[src/rtl/frogger_pkg.sv]
// Shared frogger types and screen constants.
package frogger_pkg;

    localparam int SCREEN_X_MAX = 639;
    localparam int FROG_W       = 32;

    typedef enum logic [1:0] {
        IDLE    = 2'd0,
        RIDING  = 2'd1,
        GRACE   = 2'd2,
        DROWNED = 2'd3
    } carrier_state_t;

    // A row speed of zero still moves the frog, one pixel every frame.
    function automatic logic [5:0] effective_speed(input logic [5:0] speed);
        return (speed == 6'd0) ? 6'd1 : speed;
    endfunction

endpackage

[src/rtl/frog_carrier_frame_tick.sv]
// frame_tick: turns the vsync frame strobe into a one-Clk tick on its rising edge.
module frame_tick (
    input  logic Clk,
    input  logic Reset,
    input  logic frame_clk,
    output logic tick
);

    logic frame_q;

    // Remember last sampled strobe level for edge detection.
    always_ff @(posedge Clk) begin
        if (!Reset)
            frame_q <= 1'b0;
        else
            frame_q <= frame_clk;
    end

    assign tick = frame_clk & ~frame_q;

endmodule

[src/rtl/frog_carrier.sv]
// frog_carrier: carries a frog along a river row while it sits on a lilypad,
// and runs the drown / death-hold / respawn sequence when it loses support.
// Build option: define FROG_CARRIER_GRACE_EN to allow GRACE_FRAMES frames of
// unsupported floating before drowning; undefined, losing support drowns at once.
module frog_carrier
    import frogger_pkg::*;
#(
    parameter int FROG_WIDTH   = FROG_W,
    parameter int X_MAX        = SCREEN_X_MAX,
    parameter int GRACE_FRAMES = 4,
    parameter int DEATH_FRAMES = 60
) (
    input  logic        Clk,
    input  logic        Reset,
    input  logic        frame_clk,
    input  logic        In_River,
    input  logic        Hop_Active,
    input  logic        LPad_Collision,
    input  logic [5:0]  Speed,
    input  logic        Direction,
    input  logic [10:0] Frog_X,
    output logic [10:0] Frog_X_Out,
    output logic        Carry_Valid,
    output logic        Drown,
    output logic        Dead,
    output logic        Respawn
);

    localparam logic [10:0] X_LIM = 11'(X_MAX - FROG_WIDTH + 1);
    localparam int DW = (DEATH_FRAMES > 1) ? $clog2(DEATH_FRAMES + 1) : 1;

    carrier_state_t state;
    logic [5:0]     step_cnt;
    logic [DW-1:0]  death_cnt;
    logic           tick;
    logic           active;
    logic           step_due;
    logic           at_limit;
    logic           drown_req;

`ifdef FROG_CARRIER_GRACE_EN
    localparam int GW = (GRACE_FRAMES > 1) ? $clog2(GRACE_FRAMES + 1) : 1;
    logic [GW-1:0] grace_cnt;
    logic [GW-1:0] grace_nxt;
`endif

    frame_tick u_frame_tick (
        .Clk       (Clk),
        .Reset     (Reset),
        .frame_clk (frame_clk),
        .tick      (tick)
    );

    // Decode whether this tick kills the frog, before the state register acts on it.
    always_comb begin
        active    = tick && (state != DROWNED) && In_River && !Hop_Active;
        step_due  = (step_cnt >= (effective_speed(Speed) - 6'd1));
        at_limit  = Direction ? (Frog_X >= X_LIM) : (Frog_X == 11'd0);
        drown_req = 1'b0;
`ifdef FROG_CARRIER_GRACE_EN
        grace_nxt = grace_cnt + 1'b1;
`endif
        if (active) begin
            case (state)
`ifdef FROG_CARRIER_GRACE_EN
                RIDING:  drown_req = LPad_Collision && step_due && at_limit;
                // Entry tick counts as the first unsupported frame, so the
                // counter reaching GRACE_FRAMES-1 is the GRACE_FRAMES-th one.
                GRACE:   drown_req = !LPad_Collision &&
                                     (grace_nxt >= GW'(GRACE_FRAMES - 1));
                default: drown_req = 1'b0;
`else
                IDLE:    drown_req = !LPad_Collision;
                RIDING:  drown_req = !LPad_Collision || (step_due && at_limit);
                default: drown_req = 1'b0;
`endif
            endcase
        end
    end

    // Carrier FSM with registered outputs; state only moves on frame ticks.
    always_ff @(posedge Clk) begin
        if (!Reset) begin
            state       <= IDLE;
            step_cnt    <= '0;
            death_cnt   <= '0;
`ifdef FROG_CARRIER_GRACE_EN
            grace_cnt   <= '0;
`endif
            Frog_X_Out  <= '0;
            Carry_Valid <= 1'b0;
            Drown       <= 1'b0;
            Dead        <= 1'b0;
            Respawn     <= 1'b0;
        end else begin
            Carry_Valid <= 1'b0;
            Drown       <= 1'b0;
            Respawn     <= 1'b0;
            Frog_X_Out  <= Frog_X;
            if (drown_req) begin
                state     <= DROWNED;
                Drown     <= 1'b1;
                Dead      <= 1'b1;
                death_cnt <= '0;
                step_cnt  <= '0;
`ifdef FROG_CARRIER_GRACE_EN
                grace_cnt <= '0;
`endif
                if (Frog_X > X_LIM)
                    Frog_X_Out <= X_LIM;
            end else if (tick) begin
                if (state == DROWNED) begin
                    if (death_cnt == DW'(DEATH_FRAMES - 1)) begin
                        state     <= IDLE;
                        Dead      <= 1'b0;
                        Respawn   <= 1'b1;
                        death_cnt <= '0;
                    end else begin
                        death_cnt <= death_cnt + 1'b1;
                    end
                end else if (!In_River) begin
                    state    <= IDLE;
                    step_cnt <= '0;
`ifdef FROG_CARRIER_GRACE_EN
                    grace_cnt <= '0;
`endif
                end else if (!Hop_Active) begin
                    case (state)
                        IDLE: begin
                            if (LPad_Collision) begin
                                state    <= RIDING;
                                step_cnt <= '0;
                            end
`ifdef FROG_CARRIER_GRACE_EN
                            else begin
                                state     <= GRACE;
                                grace_cnt <= '0;
                            end
`endif
                        end
                        RIDING: begin
                            if (!LPad_Collision) begin
`ifdef FROG_CARRIER_GRACE_EN
                                state     <= GRACE;
                                grace_cnt <= '0;
`endif
                            end else if (step_due) begin
                                step_cnt    <= '0;
                                Carry_Valid <= 1'b1;
                                Frog_X_Out  <= Direction ? (Frog_X + 11'd1)
                                                         : (Frog_X - 11'd1);
                            end else begin
                                step_cnt <= step_cnt + 6'd1;
                            end
                        end
`ifdef FROG_CARRIER_GRACE_EN
                        GRACE: begin
                            if (LPad_Collision)
                                state <= RIDING;
                            else
                                grace_cnt <= grace_nxt;
                        end
`endif
                        default: ;
                    endcase
                end
            end
        end
    end

endmodule

[config.mk]
export PLATFORM = sky130hd
export DESIGN_NAME = frog_carrier
export DESIGN_NICKNAME = d
export VERILOG_FILES = /design/src/rtl/frogger_pkg.sv /design/src/rtl/frog_carrier_frame_tick.sv /design/src/rtl/frog_carrier.sv
export SDC_FILE = /design/constraint.sdc
export NUM_CORES = 1
export LEC_CHECK = 0
export ABC_AREA = 1
export CELL_PAD_IN_SITES_DETAIL_PLACEMENT = 1
export CELL_PAD_IN_SITES_GLOBAL_PLACEMENT = 1
export CORE_MARGIN = 1
export CORE_UTILIZATION = 38
export DETAILED_ROUTE_END_ITERATION = 12
export PLACE_DENSITY_LB_ADDON = 0.2
export SLEW_MARGIN = 20
export SYNTH_ARGS = -nofsm -noshare
export SYNTH_HDL_FRONTEND = slang
export SYNTH_SLANG_ARGS = --single-unit
[constraint.sdc]
create_clock -name Clk -period 3.3 [get_ports Clk]
set_clock_uncertainty 0.2 [all_clocks]
set_input_delay 0.66 -clock Clk [delete_from_list [all_inputs] [get_ports Clk]]
set_output_delay 0.66 -clock Clk [all_outputs]
set_load 0.03 [all_outputs]
==> flow_metrics.py, run 1 <==
metrics = {
    "outcome": {
        "outcome": "finished clean",
    },
    "synth": {
        "netlist_area_um2": 2307,
        "syn-num-nets": 380,
        "synth_flop_cell": "dfxtp_1",
        "syn_avg_cell_area_um2": 6.908,
        "ys_types": 36,
        "yosysSeqAreaShare": 0.2603,
        "ys_warn_count": 0,
        "synth-seq-cells": 30,
        "synth-edff-count": 0,
        "ys_async_sr_fraction": 0,
        "syn-instance-count": 334,
    },
    "worst_setup_path": {
        "worst_ep_required_time_ps": 3300,
        "critPathKind": "in2reg",
        "arrival_ps": 3100,
        "worst_setup_path_start_kind": "primary input",
        "path_max_fanout": 6,
        "worstSetupEndpointType": "flip-flop",
    },
    "grt": {
        "grt.overflow.total": 0,
        "track_usage": 0.2102,
        "grt_max_degree": 16,
        "grt_pass1_vias": 2378,
        "grt_first_pass_wirelength_um": 10470,
        "antenna_found_initial": 0,
    },
    "clocking": {
        "cts_made_buffers": 5,
        "ctsHtreeMaxLevel": 2,
        "cts_root_buf": "clkbuf_8",
        "insertion_delay_ps": 280,
        "path_clk_slew_ps": 70,
        "tritoncts": "yes",
        "clkSinkCount": 30,
        "clock_path_buffers": 2,
        "cts_hold_buf": 0,
    },
    "pwr": {
        "p_leak_uw": 0.001417,
        "power.total_uw": 1112,
        "power-per-cell-area_nw_per_um2": 358.2,
        "vdd_drop_max_uv": 196.0,
    },
    "route": {
        "ant_nets": 0,
        "wl_per_cell_um": 13.33,
        "dr.pass1.iters": 4,
        "drt-vias-per-instance": 5.025,
        "drtIter0Drc": 57,
        "finalWirelength_um": 6291,
        "drc": 0,
        "vias": 2372,
    },
    "die": {
        "fp.coreArea_um2": 5886,
        "io_pins": 39,
        "chipHeight_um": 79.92,
        "initial_core_util": 0.3920,
        "die_area_um2": 6387,
        "num_rows": 28,
        "die_w_um": 79.92,
    },
    "final_layout": {
        "fillers": 767,
        "area_growth_pct": 34.54,
        "fin_nets": 442,
        "antenna_cells": 0,
        "drive_gt1_frac": 0.1637,
        "layout_commonest_cell": "nand2_1",
        "final_util": 0.5274,
        "mostFrequentLayoutCells": "nand2_1 (77), inv_1 (45), clkdlybuf4s50_1 (34), dfxtp_1 (30), nor2_1 (26)",
    },
    "timing": {
        "period_share": 0.9385,
        "hold_viol_final": 0,
        "final-setup-viol-count": 0,
        "rsz0062_at_grt": "no",
        "tightestPinTransition_ps": 450.6,
        "slew_headroom": 0.6985,
        "drv_slew": 0,
        "min_period_ps": 3097,
        "max_clock_freq_mhz": 322.9,
    },
    "place": {
        "io_buffer_count": 38,
        "hpwl_um": 5164,
        "gp_congestion": 0.8170,
    },
    "worst_hold_path": {
        "hold_path.class": "reg2reg",
    },
    "job": {
        "cap_viol_max_count": 0,
    },
}
-- final timing paths --
check | startpoint | end | slack (ps) | cells past startpoint
hold reg to reg | Dead | Dead | 290 | 2
hold / removal | Dead | Dead | 290 | 2
setup reg to reg | step_cnt[0] | death_cnt[3] | 1220 | 12
setup / recovery | Speed[0] | death_cnt[3] | 200 | 17
-- layout make-up --
class / instances / area, um2 / share of cell area
clock buffers: 6 / 82.58 / 0.02660
clock inverters: 2 / 60.06 / 0.01935
inverters: 51 / 198.9 / 0.06409
multi-input cells: 250 / 1511 / 0.4869
flip-flops and latches: 30 / 600.6 / 0.1935
well taps: 75 / 93.84 / 0.03023
repair buffers: 58 / 556.8 / 0.1794
-- Yosys cell counts (4+ instances only) --
library cell | number | share of area
nand3_1 | 25 | 0.054
nor3_1 | 9 | 0.020
o21ai_1 | 8 | 0.017
o21ai_0 | 14 | 0.030
a21oi_1 | 12 | 0.026
nand2_2 | 4 | 0.011
nand2_1 | 80 | 0.13
inv_2 | 5 | 0.0081
ha_1 | 21 | 0.11
o211ai_1 | 4 | 0.013
nor2_2 | 4 | 0.011
nand4_1 | 4 | 0.011
xor2_1 | 11 | 0.042
dfxtp_1 | 30 | 0.26
inv_1 | 45 | 0.073
nor2_1 | 27 | 0.044
-- layer usage --
metal  wire (um)  vias up  GRT usage
li1            -     1209          -
met1        2757     1112     0.2438
met2        3198       37     0.3812
met3         178       14    0.02857
met4         157        0    0.09107
met5           0        -          0
-- flip-flops by register name, indices dropped and copies added, names as in the netlist --
register,cells
Frog_X_Out,11
death_cnt,6
step_cnt,6
state,2
Carry_Valid,1
Dead,1
Drown,1
Respawn,1
u_frame_tick.frame_q,1
-- report_power, final --
part	leakage, uW	internal (uW)	switching (uW)
registers	0.000245	374	7.00
logic	0.00110	114	149
clock network	0.0000714	322	146
-- cells by family (layout without fill, tap and decap cells) --
group	count (synthesis)	in the layout	synth area share
AO/OA/AOI/OAI	48	48	0.1253
flip-flops	30	30	0.2603
XOR/XNOR	12	12	0.04555
AND/OR/NAND/NOR	168	168	0.3503
adder cells (fa/ha/maj)	22	22	0.1226
buffers and inverters	54	117	0.09599
-- per-stage QoR --
stage	std cells	instance area (um2)	hold WS [ps]	setup TNS (ps)	setup WS [ps]
2_1_floorplan	334	2307	259.8	0	471.4
3_3_place_gp	460	2887	277.3	-2473	-139.0
3_5_place_dp	460	2887	287.2	-6661	-292.1
4_1_cts	468	3032	294.6	0	8.793
5_1_grt	472	3104	328.4	0	8.760
6_report	472	3104	286.1	0	202.8
-- repair_timing --
action                     in CTS  in global routing
pin swaps                       0                  9
gates resized for setup         1                 13
setup endpoints to repair       1                 29
setup buffers                   0                  4
-- critical path, cell delays in order --
cell and delay, ps:
clkdlybuf4s50_1 410, o21bai_1 160, inv_1 90, ha_2 190
nand2_1 60, xor2_1 160, ha_1 280, nand2_1 80
a21oi_1 50, nor2_1 190, nand2_2 110, nand2_2 70
nand2_2 70, nand2_4 120, nand2_4 90, buf_6 160
nor4_2 130
Power figures use the tool's default switching activity.
==> run 2: changes to the inputs <==
- MAX_ROUTING_LAYER: unset -> met4
==> run 2 against run 1 <==
Sequential share of layout area unchanged. Core utilization unchanged. Combinational power about the same. Wire length down 0.11%. Highest routed layer unchanged.
==> flow_metrics.py, run 2 (same netlist as run 1, synthesis figures left out) <==
metrics = {
    "worst_setup_path": {
        "worst_setup_path_start_kind": "primary input",
        "worst_ep_required_time_ps": 3300,
        "critPathSlowestCell": "clkdlybuf4s50_1",
        "reg2reg_depth": 12,
        "critPathKind": "in2reg",
        "cp_top_family": "simple AND/OR/NAND/NOR gates",
        "cp.depth": 17,
        "crit_chain": "clkdlybuf4s50_1, o21bai_1, inv_1, ha_2, nand2_1, xor2_1, ha_1, nand2_1, a21oi_1, nor2_1, nand2_2, nand2_2, nand2_2, nand2_4, nand2_4, buf_6, nor4_2",
        "path_buf_inv": 3,
        "critical_path.max_stage_delay_ps": 410,
        "worstSetupEndpointType": "flip-flop",
        "arrival_ps": 3090,
        "path_max_fanout": 6,
        "cpMostUsedCell": "nand2_2",
    },
    "die": {
        "chipHeight_um": 79.92,
        "initial_core_util": 0.3920,
        "num_rows": 28,
        "io_pins": 39,
        "die_area_um2": 6387,
        "die_w_um": 79.92,
        "fp.coreArea_um2": 5886,
    },
    "final_layout": {
        "fin_cells": 472,
        "layout_commonest_cell": "nand2_1",
        "area_growth_pct": 34.54,
        "fillers": 767,
        "final-seq-area_um2": 600.6,
        "multi_input_area_um2": 1511,
        "top_register": "Frog_X_Out",
        "antenna_cells": 0,
        "largest_reg_flops": 11,
        "mostFrequentLayoutCells": "nand2_1 (77), inv_1 (45), clkdlybuf4s50_1 (34), dfxtp_1 (30), nor2_1 (26)",
        "fin_nets": 442,
        "drive_gt1_frac": 0.1637,
        "reg.largest.list": "Frog_X_Out x11, death_cnt x6, step_cnt x6",
    },
    "outcome": {
        "outcome": "finished clean",
    },
    "timing": {
        "min_period_ps": 3094,
        "period_share": 0.9377,
        "final-setup-viol-count": 0,
        "slew_headroom": 0.6982,
        "max_clock_freq_mhz": 323.2,
        "rsz0062_at_grt": "no",
        "tightestPinTransition_ps": 451.0,
        "hold_viol_final": 0,
        "drv_slew": 0,
    },
    "pwr": {
        "vdd_drop_max_uv": 196.1,
        "power.total_uw": 1112,
        "p_leak_uw": 0.001417,
        "power-per-cell-area_nw_per_um2": 358.2,
    },
    "clocking": {
        "insertion_delay_ps": 280,
        "cts_hold_buf": 0,
        "cts_made_buffers": 5,
        "clkSinkCount": 30,
        "path_clk_slew_ps": 70,
        "tritoncts": "yes",
        "cts_root_buf": "clkbuf_8",
        "ctsHtreeMaxLevel": 2,
        "clock_path_buffers": 2,
    },
    "route": {
        "finalWirelength_um": 6284,
        "drc": 0,
        "drt-vias-per-instance": 5.028,
        "drtIter0Drc": 51,
        "wl_per_cell_um": 13.31,
        "vias": 2373,
        "dr.pass1.iters": 4,
        "ant_nets": 0,
    },
    "grt": {
        "grt.overflow.total": 0,
        "grt_max_degree": 16,
        "track_usage": 0.2159,
        "antenna_found_initial": 0,
        "grt_pass1_vias": 2379,
        "grt_first_pass_wirelength_um": 10470,
    },
    "place": {
        "io_buffer_count": 38,
        "hpwl_um": 5164,
        "dp.cells": 460,
        "gp_congestion": 0.8292,
    },
    "worst_hold_path": {
        "hold_path.class": "reg2reg",
        "holdPathStages": 2,
    },
    "job": {
        "cap_viol_max_count": 0,
    },
}
-- run 2: timing repair --
| item | CTS | global route |
|---|---|---|
| pin swaps | 0 | 9 |
| endpoints found under the setup margin | 1 | 29 |
| resized for setup | 1 | 13 |
| setup buffers | 0 | 4 |
-- run 2: final cells by class --
cell class | instances | area share
Inverter | 51 | 0.06409
Clock inverter | 2 | 0.01935
Multi-Input combinational cell | 250 | 0.4869
Sequential cell | 30 | 0.1935
Clock buffer | 6 | 0.02660
Timing Repair Buffer | 58 | 0.1794
Tap cell | 75 | 0.03023
-- run 2: power breakdown --
group	switching (uW)	internal, uW
Combinational	149	114
Clock	146	322
Sequential	7.00	374
Total	302	810
-- run 2: routing by layer --
layer,GRT usage,wire [um]
met2,0.3812,3208
met1,0.2438,2748
met5,-,0
met3,0.02857,179
met4,0.09107,148
-- run 2: final timing paths --
kind,start,endpoint,slack (ps)
setup / recovery,Speed[0],death_cnt[3],210
hold / removal,Dead,Dead,290
setup reg to reg,step_cnt[0],death_cnt[3],1230
hold reg to reg,Dead,Dead,290
-- run 2: per-stage QoR --
| stage | setup TNS (ps) | hold WS [ps] | instance area, um2 | setup slack (ps) | utilization |
|---|---|---|---|---|---|
| 2_1_floorplan | 0 | 259.8 | 2307 | 471.4 | - |
| 3_3_place_gp | -2473 | 277.3 | 2887 | -139.0 | 0.4904 |
| 3_5_place_dp | -6661 | 287.2 | 2887 | -292.1 | 0.4904 |
| 4_1_cts | 0 | 294.6 | 3032 | 8.793 | 0.5151 |
| 5_1_grt | 0 | 328.4 | 3104 | 8.769 | 0.5274 |
| 6_report | 0 | 286.1 | 3104 | 205.7 | 0.5274 |
-- run 2: worst reg2reg max path, stage by stage, from the launching register on --
cell and delay, ps:
dfxtp_1 390, inv_1 80, ha_1 290, o21ai_1 120, nand2_1 80, nand2_1 100
nand2_2 90, nand2_2 70, nand2_2 70, nand2_4 120, nand2_4 90, buf_6 160
nor4_2 130
==> run 3: changes to the inputs <==
- CTS_CLUSTER_DIAMETER: unset -> 40
==> results of run 3 <==
No change in the layout: final DEF, timing and power equal those of run 2.
